[src/rtl/demux_sixteen_collect_if.sv]
// Bit-steering bus between a serial source, the collector and the word sink.
//   Source side : in_bit, in_sel, in_valid, auto_mode -> collector; in_ready back.
//   Sink side   : out_data, out_valid, last_strobe (+ out_parity) -> sink; out_ready back.
// Modports: slave = collector view, master = source/sink (environment) view.
// Optional macro DEMUX_SIX_PARITY_EN adds out_parity.
interface demux_sixteen_collect_if #(
  parameter int unsigned N_OUT = 16,
  parameter int unsigned SEL_W = 4
);
  logic             in_bit;
  logic [SEL_W-1:0] in_sel;
  logic             in_valid;
  logic             in_ready;
  logic             auto_mode;
  logic [N_OUT-1:0] out_data;
  logic             out_valid;
  logic             out_ready;
  logic [N_OUT-1:0] last_strobe;
`ifdef DEMUX_SIX_PARITY_EN
  logic             out_parity;

  modport slave (
    input  in_bit, in_sel, in_valid, auto_mode, out_ready,
    output in_ready, out_data, out_valid, last_strobe, out_parity
  );
  modport master (
    output in_bit, in_sel, in_valid, auto_mode, out_ready,
    input  in_ready, out_data, out_valid, last_strobe, out_parity
  );
`else
  modport slave (
    input  in_bit, in_sel, in_valid, auto_mode, out_ready,
    output in_ready, out_data, out_valid, last_strobe
  );
  modport master (
    output in_bit, in_sel, in_valid, auto_mode, out_ready,
    input  in_ready, out_data, out_valid, last_strobe
  );
`endif
endinterface

[src/rtl/demux_sixteen_collect.sv]
// Serial-bit collector: steers in_bit into a bit of a 16-bit shadow word, either
// at in_sel (addressed mode) or at an auto-incrementing pointer (auto mode), and
// presents the completed word on a valid/ready output.
// Ports:
//   clk, rst_n : clock, asynchronous active-low reset
//   bus        : demux_sixteen_collect_if.slave (input bit/selector handshake,
//                completed word handshake, last_strobe one-hot of last write)
// Optional macro DEMUX_SIX_PARITY_EN adds registered out_parity = ^out_data.
module demux_sixteen_collect #(
  parameter int unsigned N_OUT = 16,
  parameter int unsigned SEL_W = 4
) (
  input  logic                    clk,
  input  logic                    rst_n,
  demux_sixteen_collect_if.slave  bus
);

  localparam logic [N_OUT-1:0] ALL_ONES = '1;
  localparam logic [SEL_W-1:0] PTR_LAST = SEL_W'(N_OUT - 1);

  typedef enum logic [1:0] {
    IDLE = 2'd0,
    FILL = 2'd1,
    HOLD = 2'd2
  } state_t;

  state_t           state_q;
  state_t           state_d;
  logic             mode_q;
  logic [SEL_W-1:0] ptr_q;
  logic [N_OUT-1:0] mask_q;
  logic [N_OUT-1:0] shadow_q;
  logic [N_OUT-1:0] out_data_q;
  logic             out_valid_q;
  logic [N_OUT-1:0] last_strobe_q;

  logic             ready_c;
  logic             accept_c;
  logic             mode_eff_c;
  logic [SEL_W-1:0] idx_c;
  logic [N_OUT-1:0] onehot_c;
  logic [N_OUT-1:0] mask_nxt_c;
  logic [N_OUT-1:0] shadow_nxt_c;
  logic             complete_c;

  // State register
  always_ff @(posedge clk or negedge rst_n) begin
    if (!rst_n) state_q <= IDLE;
    else        state_q <= state_d;
  end

  // Next-state logic
  always_comb begin
    state_d = state_q;
    case (state_q)
      IDLE:    if (accept_c) state_d = complete_c ? HOLD : FILL;
      FILL:    if (complete_c) state_d = HOLD;
      HOLD:    if (bus.out_ready) state_d = IDLE;
      default: state_d = IDLE;
    endcase
  end

  // Output / write decode; mode comes live from auto_mode only on a word's first accept
  always_comb begin
    ready_c      = 1'b0;
    accept_c     = 1'b0;
    mode_eff_c   = mode_q;
    idx_c        = '0;
    onehot_c     = '0;
    mask_nxt_c   = mask_q;
    shadow_nxt_c = shadow_q;
    complete_c   = 1'b0;

    ready_c      = (state_q != HOLD);
    accept_c     = bus.in_valid && ready_c;
    mode_eff_c   = (state_q == IDLE) ? bus.auto_mode : mode_q;
    idx_c        = mode_eff_c ? ptr_q : bus.in_sel;
    onehot_c     = N_OUT'(1) << idx_c;
    mask_nxt_c   = mask_q | onehot_c;
    shadow_nxt_c = bus.in_bit ? (shadow_q | onehot_c) : (shadow_q & ~onehot_c);
    // Rewrites leave the mask unchanged, so they never complete an addressed word
    complete_c   = accept_c && (mode_eff_c ? (ptr_q == PTR_LAST) : (mask_nxt_c == ALL_ONES));
  end

  // Shadow word, write mask, pointer and registered outputs
  always_ff @(posedge clk or negedge rst_n) begin
    if (!rst_n) begin
      mode_q        <= 1'b0;
      ptr_q         <= '0;
      mask_q        <= '0;
      shadow_q      <= '0;
      out_data_q    <= '0;
      out_valid_q   <= 1'b0;
      last_strobe_q <= '0;
    end else begin
      if (accept_c) begin
        shadow_q      <= shadow_nxt_c;
        mask_q        <= mask_nxt_c;
        last_strobe_q <= onehot_c;
        if (mode_eff_c)        ptr_q  <= ptr_q + SEL_W'(1);
        if (state_q == IDLE)   mode_q <= bus.auto_mode;
      end
      if (complete_c) begin
        out_data_q  <= shadow_nxt_c;
        out_valid_q <= 1'b1;
      end
      if ((state_q == HOLD) && bus.out_ready) begin
        out_valid_q <= 1'b0;
        mask_q      <= '0;
        ptr_q       <= '0;
      end
    end
  end

`ifdef DEMUX_SIX_PARITY_EN
  logic out_parity_q;

  // Parity captured alongside the word
  always_ff @(posedge clk or negedge rst_n) begin
    if (!rst_n)          out_parity_q <= 1'b0;
    else if (complete_c) out_parity_q <= ^shadow_nxt_c;
  end

  assign bus.out_parity = out_parity_q;
`endif

  assign bus.in_ready    = ready_c;
  assign bus.out_data    = out_data_q;
  assign bus.out_valid   = out_valid_q;
  assign bus.last_strobe = last_strobe_q;

endmodule

[src/flat_wrapper.sv]
// flat-port wrapper written by rule: the top's interface ports become plain ports
module demux_sixteen_collect_flat 
#(
  parameter int unsigned N_OUT = 16,
  parameter int unsigned SEL_W = 4
)
  (clk, rst_n, bus_in_bit, bus_in_sel, bus_in_valid, bus_auto_mode, bus_out_ready, bus_in_ready, bus_out_data, bus_out_valid, bus_last_strobe);
  demux_sixteen_collect_if #(.N_OUT(N_OUT), .SEL_W(SEL_W)) bus_i ();
  input  logic clk;
  input  logic rst_n;
  input wire logic [$bits(bus_i.in_bit)-1:0] bus_in_bit;
  input wire logic [$bits(bus_i.in_sel)-1:0] bus_in_sel;
  input wire logic [$bits(bus_i.in_valid)-1:0] bus_in_valid;
  input wire logic [$bits(bus_i.auto_mode)-1:0] bus_auto_mode;
  input wire logic [$bits(bus_i.out_ready)-1:0] bus_out_ready;
  output wire logic [$bits(bus_i.in_ready)-1:0] bus_in_ready;
  output wire logic [$bits(bus_i.out_data)-1:0] bus_out_data;
  output wire logic [$bits(bus_i.out_valid)-1:0] bus_out_valid;
  output wire logic [$bits(bus_i.last_strobe)-1:0] bus_last_strobe;
  assign bus_i.in_bit = bus_in_bit;
  assign bus_i.in_sel = bus_in_sel;
  assign bus_i.in_valid = bus_in_valid;
  assign bus_i.auto_mode = bus_auto_mode;
  assign bus_i.out_ready = bus_out_ready;
  assign bus_in_ready = bus_i.in_ready;
  assign bus_out_data = bus_i.out_data;
  assign bus_out_valid = bus_i.out_valid;
  assign bus_last_strobe = bus_i.last_strobe;
  demux_sixteen_collect #(.N_OUT(N_OUT), .SEL_W(SEL_W)) u_core (.clk(clk), .rst_n(rst_n), .bus(bus_i));
endmodule
[config.mk]
export PLATFORM = sky130hd
export DESIGN_NAME = demux_sixteen_collect_flat
export DESIGN_NICKNAME = d
export VERILOG_FILES = /design/src/rtl/demux_sixteen_collect_if.sv /design/src/rtl/demux_sixteen_collect.sv /design/src/flat_wrapper.sv
export SDC_FILE = /design/constraint.sdc
export NUM_CORES = 1
export LEC_CHECK = 0
export CORE_UTILIZATION = 30
export DETAILED_ROUTE_END_ITERATION = 8
export GPL_ROUTABILITY_DRIVEN = 0
export MAX_ROUTING_LAYER = met4
export PLACE_DENSITY = 0.57
export SYNTH_ARGS = -nofsm -noshare
export SYNTH_HDL_FRONTEND = slang
export SYNTH_SLANG_ARGS = --single-unit
[constraint.sdc]
create_clock -name clk -period 5.5 [get_ports clk]
set_clock_uncertainty 0.05 [all_clocks]
set_input_delay 0.55 -clock clk [delete_from_list [all_inputs] [get_ports clk]]
set_output_delay 0.55 -clock clk [all_outputs]
set_load 0.02 [all_outputs]
==> results of run 1 <==
## worst register-to-register path, delay by kind of cell, from the launching register on
kind               cells  cell delay [ns]
muxes                  1             0.41
AOI/OAI and AO/OA      4             1.57
DFF                    1             0.49
and+or+nand+nor        2             0.80
## routing by layer
layer / routed length [um] / vias to the layer above / share of wire / global-route usage
met5: 0 / - / 0 / -
met4: 345 / 0 / 0.036 / 0.0883
met3: 538 / 27 / 0.057 / 0.0270
met2: 4260 / 115 / 0.45 / 0.230
met1: 4340 / 1452 / 0.46 / 0.212
li1: - / 1366 / - / -
## logic make-up after synthesis
family	after synthesis	synth area share
AO/OA/AOI/OAI	65	0.134
AND/OR/NAND/NOR	131	0.172
buffers and inverters	34	0.0424
multiplexers	55	0.168
XOR/XNOR	3	0.00690
flip-flops	72	0.473
adder cells (fa/ha/maj)	1	0.00329
## layout by cell type (no fill, tap or decap), types with 2 or more instances in the layout
| master | n |
|---|---|
| dfrtp_1 | 72 |
| nor2_1 | 44 |
| clkdlybuf4s50_1 | 42 |
| mux2_2 | 39 |
| nand2_1 | 23 |
| nand3_1 | 15 |
| a21o_1 | 14 |
| inv_1 | 11 |
| nor2b_1 | 10 |
| clkbuf_16 | 9 |
| mux2i_1 | 8 |
| and3_1 | 8 |
| a31oi_1 | 7 |
| nor3_1 | 7 |
| mux2_4 | 7 |
| o21a_1 | 6 |
| a21oi_1 | 6 |
| nand4_1 | 5 |
| o21ai_0 | 4 |
| nor3b_1 | 3 |
| or2_2 | 3 |
| a41o_1 | 3 |
| or3_1 | 2 |
| o21bai_1 | 2 |
| xor2_1 | 2 |
| nor4_1 | 2 |
| o2111ai_1 | 2 |
| o31ai_1 | 2 |
| o221ai_1 | 2 |
| clkbuf_8 | 2 |
| buf_4 | 2 |
## state kept, by name, summed over array words and instances, names as in the netlist
signal / cells
u_core.bus.last_strobe: 16
u_core.bus.out_data: 16
u_core.bus.out_valid: 1
u_core.mask_q: 16
u_core.mode_q: 1
u_core.ptr_q: 4
u_core.shadow_q: 16
u_core.state_q: 2
## path summary, 6_finish.rpt
kind | to | depth (start not counted) | slack [ns]
max | u_core.bus.out_data[6]$_DFFE_PN0P_ | 8 | 1.96
min | u_core.bus.last_strobe[0]$_DFFE_PN0P_ | 2 | 0.37
max reg2reg | u_core.bus.out_data[6]$_DFFE_PN0P_ | 7 | 2.06
min reg2reg | u_core.bus.last_strobe[4]$_DFFE_PN0P_ | 1 | 0.43
max in group asynchronous | u_core.state_q[0]$_DFFE_PN0P_ | 2 | 4.41
min in group clk | u_core.bus.last_strobe[4]$_DFFE_PN0P_ | 1 | 0.43
## cell type report
| class | instances | area [um^2] | share of cell area |
|---|---|---|---|
| sequential | 72 | 1800 | 0.388 |
| multi-input combinational | 255 | 1840 | 0.397 |
| timing repair buffer | 45 | 440 | 0.0948 |
| tap | 168 | 210 | 0.0452 |
| clock inverter | 4 | 51.3 | 0.0110 |
| clock buffer | 12 | 256 | 0.0552 |
| inverter | 11 | 41.3 | 0.00889 |
## power groups by stage
stage / Sequential, mW / Combinational (mW) / Clock [mW]
global route: 0.897 / 0.830 / 0.636
detailed placement: 0.876 / 0.756 / 0
global placement: 0.870 / 0.743 / 0
floorplan: 0.848 / 0.557 / 0
finish: 0.871 / 0.756 / 0.599
CTS: 0.867 / 0.760 / 0.614
==> results_dict.tcl, run 1 <==
set metrics [dict create \
    p_per_area_nw_per_um2 479 \
    grt_pass1_wl_um 15600 \
    clock_sinks 72 \
    grt_pass1_vias 2942 \
    diodes 0 \
    ir_drop_v 0.000197 \
    path_max_fanout 26 \
    hold_ws_ns 0.374 \
    nFillCells 1237 \
    initial_core_util 0.312 \
    drtIter0Drc 256 \
    period_share 0.643 \
    dp_cells 551 \
    slowest_delay_ns 0.72 \
    place_area_um2 4340 \
    worst_setup_path_end_kind "register" \
    arrival_ns 3.70 \
    clkPwrFrac 0.269 \
    port_buffers 43 \
    area_delta_synth_final_pct 22.0 \
    cp.required_ns 5.67 \
    drcViolationCount 0 \
    finalNetCount 405 \
    place_ws_ns 1.66 \
    ys_async_sr_fraction 1.00 \
    final_layout_size_suffix_gt1_frac 0.193 \
    ys_types 60 \
    critPathSlowestCell "nor2_2" \
    postCtsSetupBuffers 0 \
    min_path_type "input pin to asynchronous set/reset pin" \
    antenna_left 0 \
    clk-insertion-delay-late_ns 0.33 \
    setup_slack_ns 1.96 \
    vias 2960 \
    rsz0062_at_grt "no" \
    p_comb_frac 0.340 \
    synth_cells 361 \
    yosysSeqAreaShare 0.473 \
    drv_cap 0 \
    setup_viol 0 \
    p_int_mw 1.44 \
    crit_type "input pin to register" \
    p_seq_frac 0.391 \
    die_area_um2 13100 \
    synth_top_area_share 0.473 \
    coreArea_um2 12200 \
    critPathBufInv 1 \
    status "finished, final reports clean" \
    cp_cell_sequence "clkdlybuf4s50_1, nor3b_2, nor2_2, o311ai_0, a32oi_1, nor4_2, a21oi_4, mux2_2" \
    synth-edff-count 0 \
    antenna_found_initial 0 \
    critical_path.top_delay_family "compound AO/OA/AOI/OAI gates" \
    vias_per_cell 5.22 \
    switchingPower_uw 782 \
    swShare 0.351 \
    cts_buffer_depth 2 \
    slew_headroom 0.333 \
    synth_area_leaders "dfrtp_1 47%, mux2_2 12%, nor2_1 4.3%" \
    fin_util 0.380 \
    clkTransAtPathRegs_ns 0.06 \
    cts_tree "yes" \
    wl_per_cell_um 16.7 \
    pin_count 44 \
    root_buffer "clkbuf_16" \
    hold_viol_final 0 \
    synth_ff_type "dfrtp_1" \
    synth_area_um2 3810 \
    dr.pass1.iters 5 \
    rows 40 \
    die_w_um 115 \
    syn_area_per_cell_um2 10.5 \
    min_period_ns 3.54 \
    track_usage 0.159 \
    yosysTopAreaCell "dfrtp_1" \
    dpl.hpwl_um 6480 \
    design_area_um2 4650 \
    overflow 0 \
    yosysWarnings 0 \
    htreeDepth 3 \
    synth_fp_nets 372 \
    tightestPinTransition_ns 0.998 \
    ys_top_cells_by_count "72 x dfrtp_1, 44 x nor2_1, 39 x mux2_2" \
    slew_violations 0 \
    cts-buffers-inserted 9 \
    grt_max_degree 73 \
    worst_setup_path_start_kind "input pin" \
    layout.cells.non_filler 567 \
    hold_buffers 0 \
    drt_wl_total_um 9480 \
    finalSetupTns_ns 0 \
    p_leak_nw 2.12 \
    synth.ff_latch_count 72 \
    r2r-start "u_core.state_q[0]$_DFFE_PN0P_" \
    ctsResizeCount 0 \
    fmax_mhz 283 \
    crit_path_start "bus_auto_mode" \
    synth_most_common_cell "dfrtp_1" \
    fp.dieH_um 115 \
    finalPower_mw 2.23 \
]
(Power assumes the default switching activity.)
==> inputs of run 2 (changes only) <==
--- a/config.mk
+++ b/config.mk
@@ -9,7 +9,7 @@
 export DETAILED_ROUTE_END_ITERATION = 8
 export GPL_ROUTABILITY_DRIVEN = 0
 export MAX_ROUTING_LAYER = met4
-export PLACE_DENSITY = 0.57
+export PLACE_DENSITY = 0.59
 export SYNTH_ARGS = -nofsm -noshare
 export SYNTH_HDL_FRONTEND = slang
 export SYNTH_SLANG_ARGS = --single-unit
==> constraint.sdc (replaced) <==
create_clock -name clk -period 2.9 [get_ports clk]
set_clock_uncertainty 0.05 [all_clocks]
set_input_delay 0.29 -clock clk [delete_from_list [all_inputs] [get_ports clk]]
set_output_delay 0.29 -clock clk [all_outputs]
set_load 0.02 [all_outputs]
==> results_dict.tcl, run 2 (synthesized netlist as in run 1, its figures left out) <==
set metrics [dict create \
    status "finished, final reports clean" \
    tightestPinTransition_ns 0.625 \
    slew_headroom 0.583 \
    final_common_cell "dfrtp_1" \
    pin_count 44 \
    antenna_left 0 \
    diodes 0 \
    slew_violations 0 \
    track_usage 0.171 \
    ir_drop_v 0.000281 \
    rsz0062_at_grt "no" \
    hold_ws_ns 0.425 \
    clk-insertion-delay-late_ns 0.34 \
    period_share 0.959 \
    place_area_um2 4690 \
    dr.pass1.iters 4 \
    rows 40 \
    switchingPower_mw 1.54 \
    vias_per_cell 5.01 \
    grt_pass1_wl_um 16500 \
    ff2ff_setup_slack_ns 0.12 \
    final_layout_size_suffix_gt1_frac 0.276 \
    area_delta_synth_final_pct 31.5 \
    overflow 0 \
    p_seq_frac 0.366 \
    cts_tree "yes" \
    fmax_mhz 360 \
    layout.cells.non_filler 613 \
    grt_pass1_vias 3159 \
    coreArea_um2 12200 \
    hold_viol_final 0 \
    initial_core_util 0.312 \
    p_comb_frac 0.383 \
    worst_setup_path_start_kind "register" \
    wl_per_cell_um 16.3 \
    swShare 0.350 \
    dpl.hpwl_um 7420 \
    antenna_found_initial 0 \
    p_leak_nw 2.35 \
    port_buffers 43 \
    htreeDepth 3 \
    cts-buffers-inserted 9 \
    die_w_um 115 \
    root_buffer "clkbuf_16" \
    p_int_mw 2.87 \
    finalNetCount 451 \
    worst_setup_path_end_kind "register" \
    arrival_ns 2.95 \
    dp_cells 596 \
    min_path_type "register to register" \
    final_cell_mix "72 x dfrtp_1, 46 x buf_4, 44 x nor2_1" \
    cp.required_ns 3.07 \
    fp.dieH_um 115 \
    clkPwrFrac 0.251 \
    nFillCells 1245 \
    die_area_um2 13100 \
    path_max_fanout 14 \
    finalPower_mw 4.41 \
    drcViolationCount 0 \
    setup_viol 0 \
    p_per_area_nw_per_um2 881 \
    cts_buffer_depth 2 \
    drt_wl_total_um 10000 \
    vias 3072 \
    clkTransAtPathRegs_ns 0.06 \
    drtIter0Drc 177 \
    grt_max_degree 49 \
    crit_type "register to register" \
    drv_cap 0 \
    min_period_ns 2.78 \
    design_area_um2 5010 \
    clock_sinks 72 \
]
run 2: power groups by stage:
stage	logic, mW	registers [mW]	clock network, mW
floorplan	1.06	1.61	0
global placement	1.66	1.61	0
detailed placement	1.67	1.63	0
CTS	1.68	1.61	1.13
global route	1.84	1.66	1.18
finish	1.69	1.61	1.11
run 2: worst max-delay path: stages (launching register included):
cell,delay [ns]
dfrtp_1,0.49
or3b_4,0.48
nand2_4,0.19
mux2i_2,0.28
o221ai_1,0.16
nor4_2,0.29
buf_4,0.17
a21oi_4,0.07
buf_4,0.19
mux2_4,0.30
run 2: cell type report:
type,instances,area [um^2],area share
flip-flops and latches,72,1800,0.360
well taps,168,210,0.0420
inverters,11,41.3,0.00825
multi-input cells,255,1850,0.370
clock buffers,11,243,0.0485
repair buffers,91,801,0.160
clock inverters,5,56.3,0.0112
run 2: final timing paths:
kind	startpoint	end	cells past startpoint
max in group asynchronous	rst_n	u_core.mask_q[14]$_DFFE_PN0P_	3
worst min-delay path	u_core.bus.last_strobe[4]$_DFFE_PN0P_	u_core.bus.last_strobe[4]$_DFFE_PN0P_	1
worst min register to register	u_core.bus.last_strobe[4]$_DFFE_PN0P_	u_core.bus.last_strobe[4]$_DFFE_PN0P_	1
worst max-delay path	u_core.state_q[0]$_DFFE_PN0P_	u_core.bus.out_data[10]$_DFFE_PN0P_	9
worst max register to register	u_core.state_q[0]$_DFFE_PN0P_	u_core.bus.out_data[10]$_DFFE_PN0P_	9
min in group asynchronous	rst_n	u_core.shadow_q[2]$_DFFE_PN0P_	2
run 2: repair_timing:
| action | CTS | global route |
|---|---|---|
| hold buffers | 1 | 0 |
| endpoints found under the setup margin | 0 | 15 |
| buffers inserted | 0 | 0 |
| resized for setup | 0 | 2 |
| endpoints found under the hold margin | 24 | 0 |
run 2: metrics by stage:
| stage | setup TNS (ns) | utilization | setup slack [ns] |
|---|---|---|---|
| 3_5_place_dp | -1.46 | 0.384 | -0.108 |
| 6_report | 0 | 0.410 | 0.120 |
| 3_3_place_gp | -1.91 | 0.384 | -0.145 |
| 4_1_cts | 0 | 0.409 | 0.112 |
| 2_1_floorplan | 0 | - | 0.262 |
| 5_1_grt | 0 | 0.410 | 0.00593 |
run 2: routing by layer:
metal	routed length (um)	global-route usage	vias to the layer above
met3	503	0.0429	20
met2	4440	0.250	88
met1	4810	0.224	1515
li1	-	-	1449
met5	0	-	-
met4	240	0.0745	0
==> inputs of run 3 (changes only) <==
--- a/config.mk
+++ b/config.mk
@@ -5,11 +5,11 @@
 export SDC_FILE = /design/constraint.sdc
 export NUM_CORES = 1
 export LEC_CHECK = 0
-export CORE_UTILIZATION = 30
+export CORE_UTILIZATION = 51
 export DETAILED_ROUTE_END_ITERATION = 8
 export GPL_ROUTABILITY_DRIVEN = 0
 export MAX_ROUTING_LAYER = met4
-export PLACE_DENSITY = 0.59
+export PLACE_DENSITY = 0.86
 export SYNTH_ARGS = -nofsm -noshare
 export SYNTH_HDL_FRONTEND = slang
 export SYNTH_SLANG_ARGS = --single-unit
==> constraint.sdc (replaced) <==
create_clock -name clk -period 2.3 [get_ports clk]
set_clock_uncertainty 0.05 [all_clocks]
set_input_delay 0.23 -clock clk [delete_from_list [all_inputs] [get_ports clk]]
set_output_delay 0.23 -clock clk [all_outputs]
set_load 0.02 [all_outputs]
==> results_dict.tcl, run 3 (synthesized netlist as in run 1, its figures left out) <==
set metrics [dict create \
    layout.cells.non_filler 606 \
    period_share 1.35 \
    vias_per_cell 6.51 \
    worst_setup_path_end_kind "register" \
    ir_drop_v 0.000679 \
    diodes 0 \
    area_delta_synth_final_pct 46.5 \
    dr.pass1.iters 7 \
    critPathBufInv 3 \
    crit_cells 10 \
    cts_tree "yes" \
    dp_cells 572 \
    track_usage 0.343 \
    final_common_cell "buf_4" \
    rows 31 \
    path_max_fanout 10 \
    clk-insertion-delay-late_ns 0.38 \
    htreeDepth 3 \
    hold_viol_final 0 \
    worst_setup_path_start_kind "input pin" \
    rsz0062_at_grt "yes" \
    drtIter0Drc 530 \
    fmax_mhz 321 \
    cp.required_ns 2.51 \
    slowest_delay_ns 0.64 \
    clock_sinks 72 \
    overflow 0 \
    p_leak_nw 2.67 \
    finalSetupTns_ns -15.50 \
    slew_headroom 0.524 \
    setup_viol 37 \
    finalPower_mw 6.22 \
    grt_max_degree 33 \
    crit_type "input pin to register" \
    die_w_um 88.4 \
    clkTransAtPathRegs_ns 0.08 \
    dpl.hpwl_um 7990 \
    min_period_ns 3.11 \
    arrival_ns 3.32 \
    critical_path.top_delay_family "simple AND/OR/NAND/NOR gates" \
    violations "setup timing" \
    setup_slack_ns -0.815 \
    cts-buffers-inserted 9 \
    die_area_um2 7820 \
    min_path_type "input pin to asynchronous set/reset pin" \
    initial_core_util 0.525 \
    final_cell_mix "98 x buf_4, 71 x dfrtp_1, 42 x clkdlybuf4s50_1" \
    tightestPinTransition_ns 0.713 \
    critPathSlowestCell "clkdlybuf4s50_1" \
    drv_cap 0 \
    wl_per_cell_um 24.1 \
    vias 3945 \
    drt_wl_total_um 14600 \
    root_buffer "clkbuf_8" \
    antenna_left 0 \
    drcViolationCount 0 \
    finalNetCount 513 \
    fp.dieH_um 88.4 \
    grt_pass1_wl_um 18900 \
    r2r_cells 10 \
    grt_pass1_vias 3725 \
    slew_violations 0 \
    port_buffers 43 \
    final_layout_size_suffix_gt1_frac 0.418 \
    status "finished, violations left" \
    p_per_area_nw_per_um2 1120 \
    cts_buffer_depth 2 \
    antenna_found_initial 0 \
    coreArea_um2 7250 \
    cp_cell_sequence "clkdlybuf4s50_1, nor2b_1, nand3_1, o211ai_1, o31ai_2, nor4_4, buf_4, a21oi_4, buf_12, mux2_4" \
    pin_count 44 \
    place_ws_ns -0.756 \
]
[run 3: changes by cell type in the layout (fill, tap and decap cells not counted), moves of 4 or more]
cell	previous run	this run
clkbuf_8	1	10
clkbuf_16	9	0
buf_6	0	7
buf_4	46	98
mux2_2	39	33
nor2_1	44	38
mux2_4	7	13
mux2i_4	0	4
nor2_4	1	5
[run 3: timing repair]
item                                    CTS  global route
hold buffers                              1             0
gates cloned                              1             0
resized for setup                        18            41
hold endpoints to repair                 19             0
pin swaps                                 6            15
buffers inserted                          8             9
endpoints found under the setup margin   21            37
[run 3: final cells by class]
cell class / instances / area, um^2
clock inverters: 5 / 40.0
flip-flops and latches: 72 / 1800
well taps: 99 / 124
inverters: 11 / 41.3
clock buffers: 11 / 141
fillers: 394 / 1670
multi-input cells: 256 / 2120
repair buffers: 152 / 1310
[run 3: layer usage]
metal,global-route usage,vias up,routed length (um)
li1,-,1576,-
met1,0.390,1873,5140
met2,0.534,352,6730
met3,0.0970,144,1540
met4,0.214,0,1190
met5,-,-,0
[run 3: path summary, 6_finish.rpt]
kind / start / to / slack (ns)
max: bus_in_sel[2] / u_core.bus.out_data[11]$_DFFE_PN0P_ / -0.81
min: rst_n / u_core.mask_q[6]$_DFFE_PN0P_ / 0.29
max reg2reg: u_core.state_q[1]$_DFFE_PN0P_ / u_core.bus.out_data[2]$_DFFE_PN0P_ / -0.59
min reg2reg: u_core.bus.last_strobe[3]$_DFFE_PN0P_ / u_core.bus.last_strobe[3]$_DFFE_PN0P_ / 0.43
max in group asynchronous: rst_n / u_core.state_q[0]$_DFFE_PN0P_ / 1.17
min in group clk: u_core.bus.last_strobe[3]$_DFFE_PN0P_ / u_core.bus.last_strobe[3]$_DFFE_PN0P_ / 0.43
[run 3: stage by stage]
| stage | hold WS, ns | cell area (um^2) | utilization |
|---|---|---|---|
| after floorplan | -0.116 | 3810 | - |
| after global placement | 0.145 | 4940 | 0.681 |
| after detailed placement | 0.143 | 4940 | 0.681 |
| after CTS | 0.283 | 5290 | 0.730 |
| after global routing | 0.329 | 5580 | 0.769 |
| final | 0.285 | 5580 | 0.769 |
[run 3: report_power, final]
group | total (mW) | switching, mW | internal (mW)
sequential | 2.07 | 0.398 | 1.67
clock | 0.945 | 0.519 | 0.426
combinational | 3.20 | 1.63 | 1.57
total | 6.22 | 2.55 | 3.67
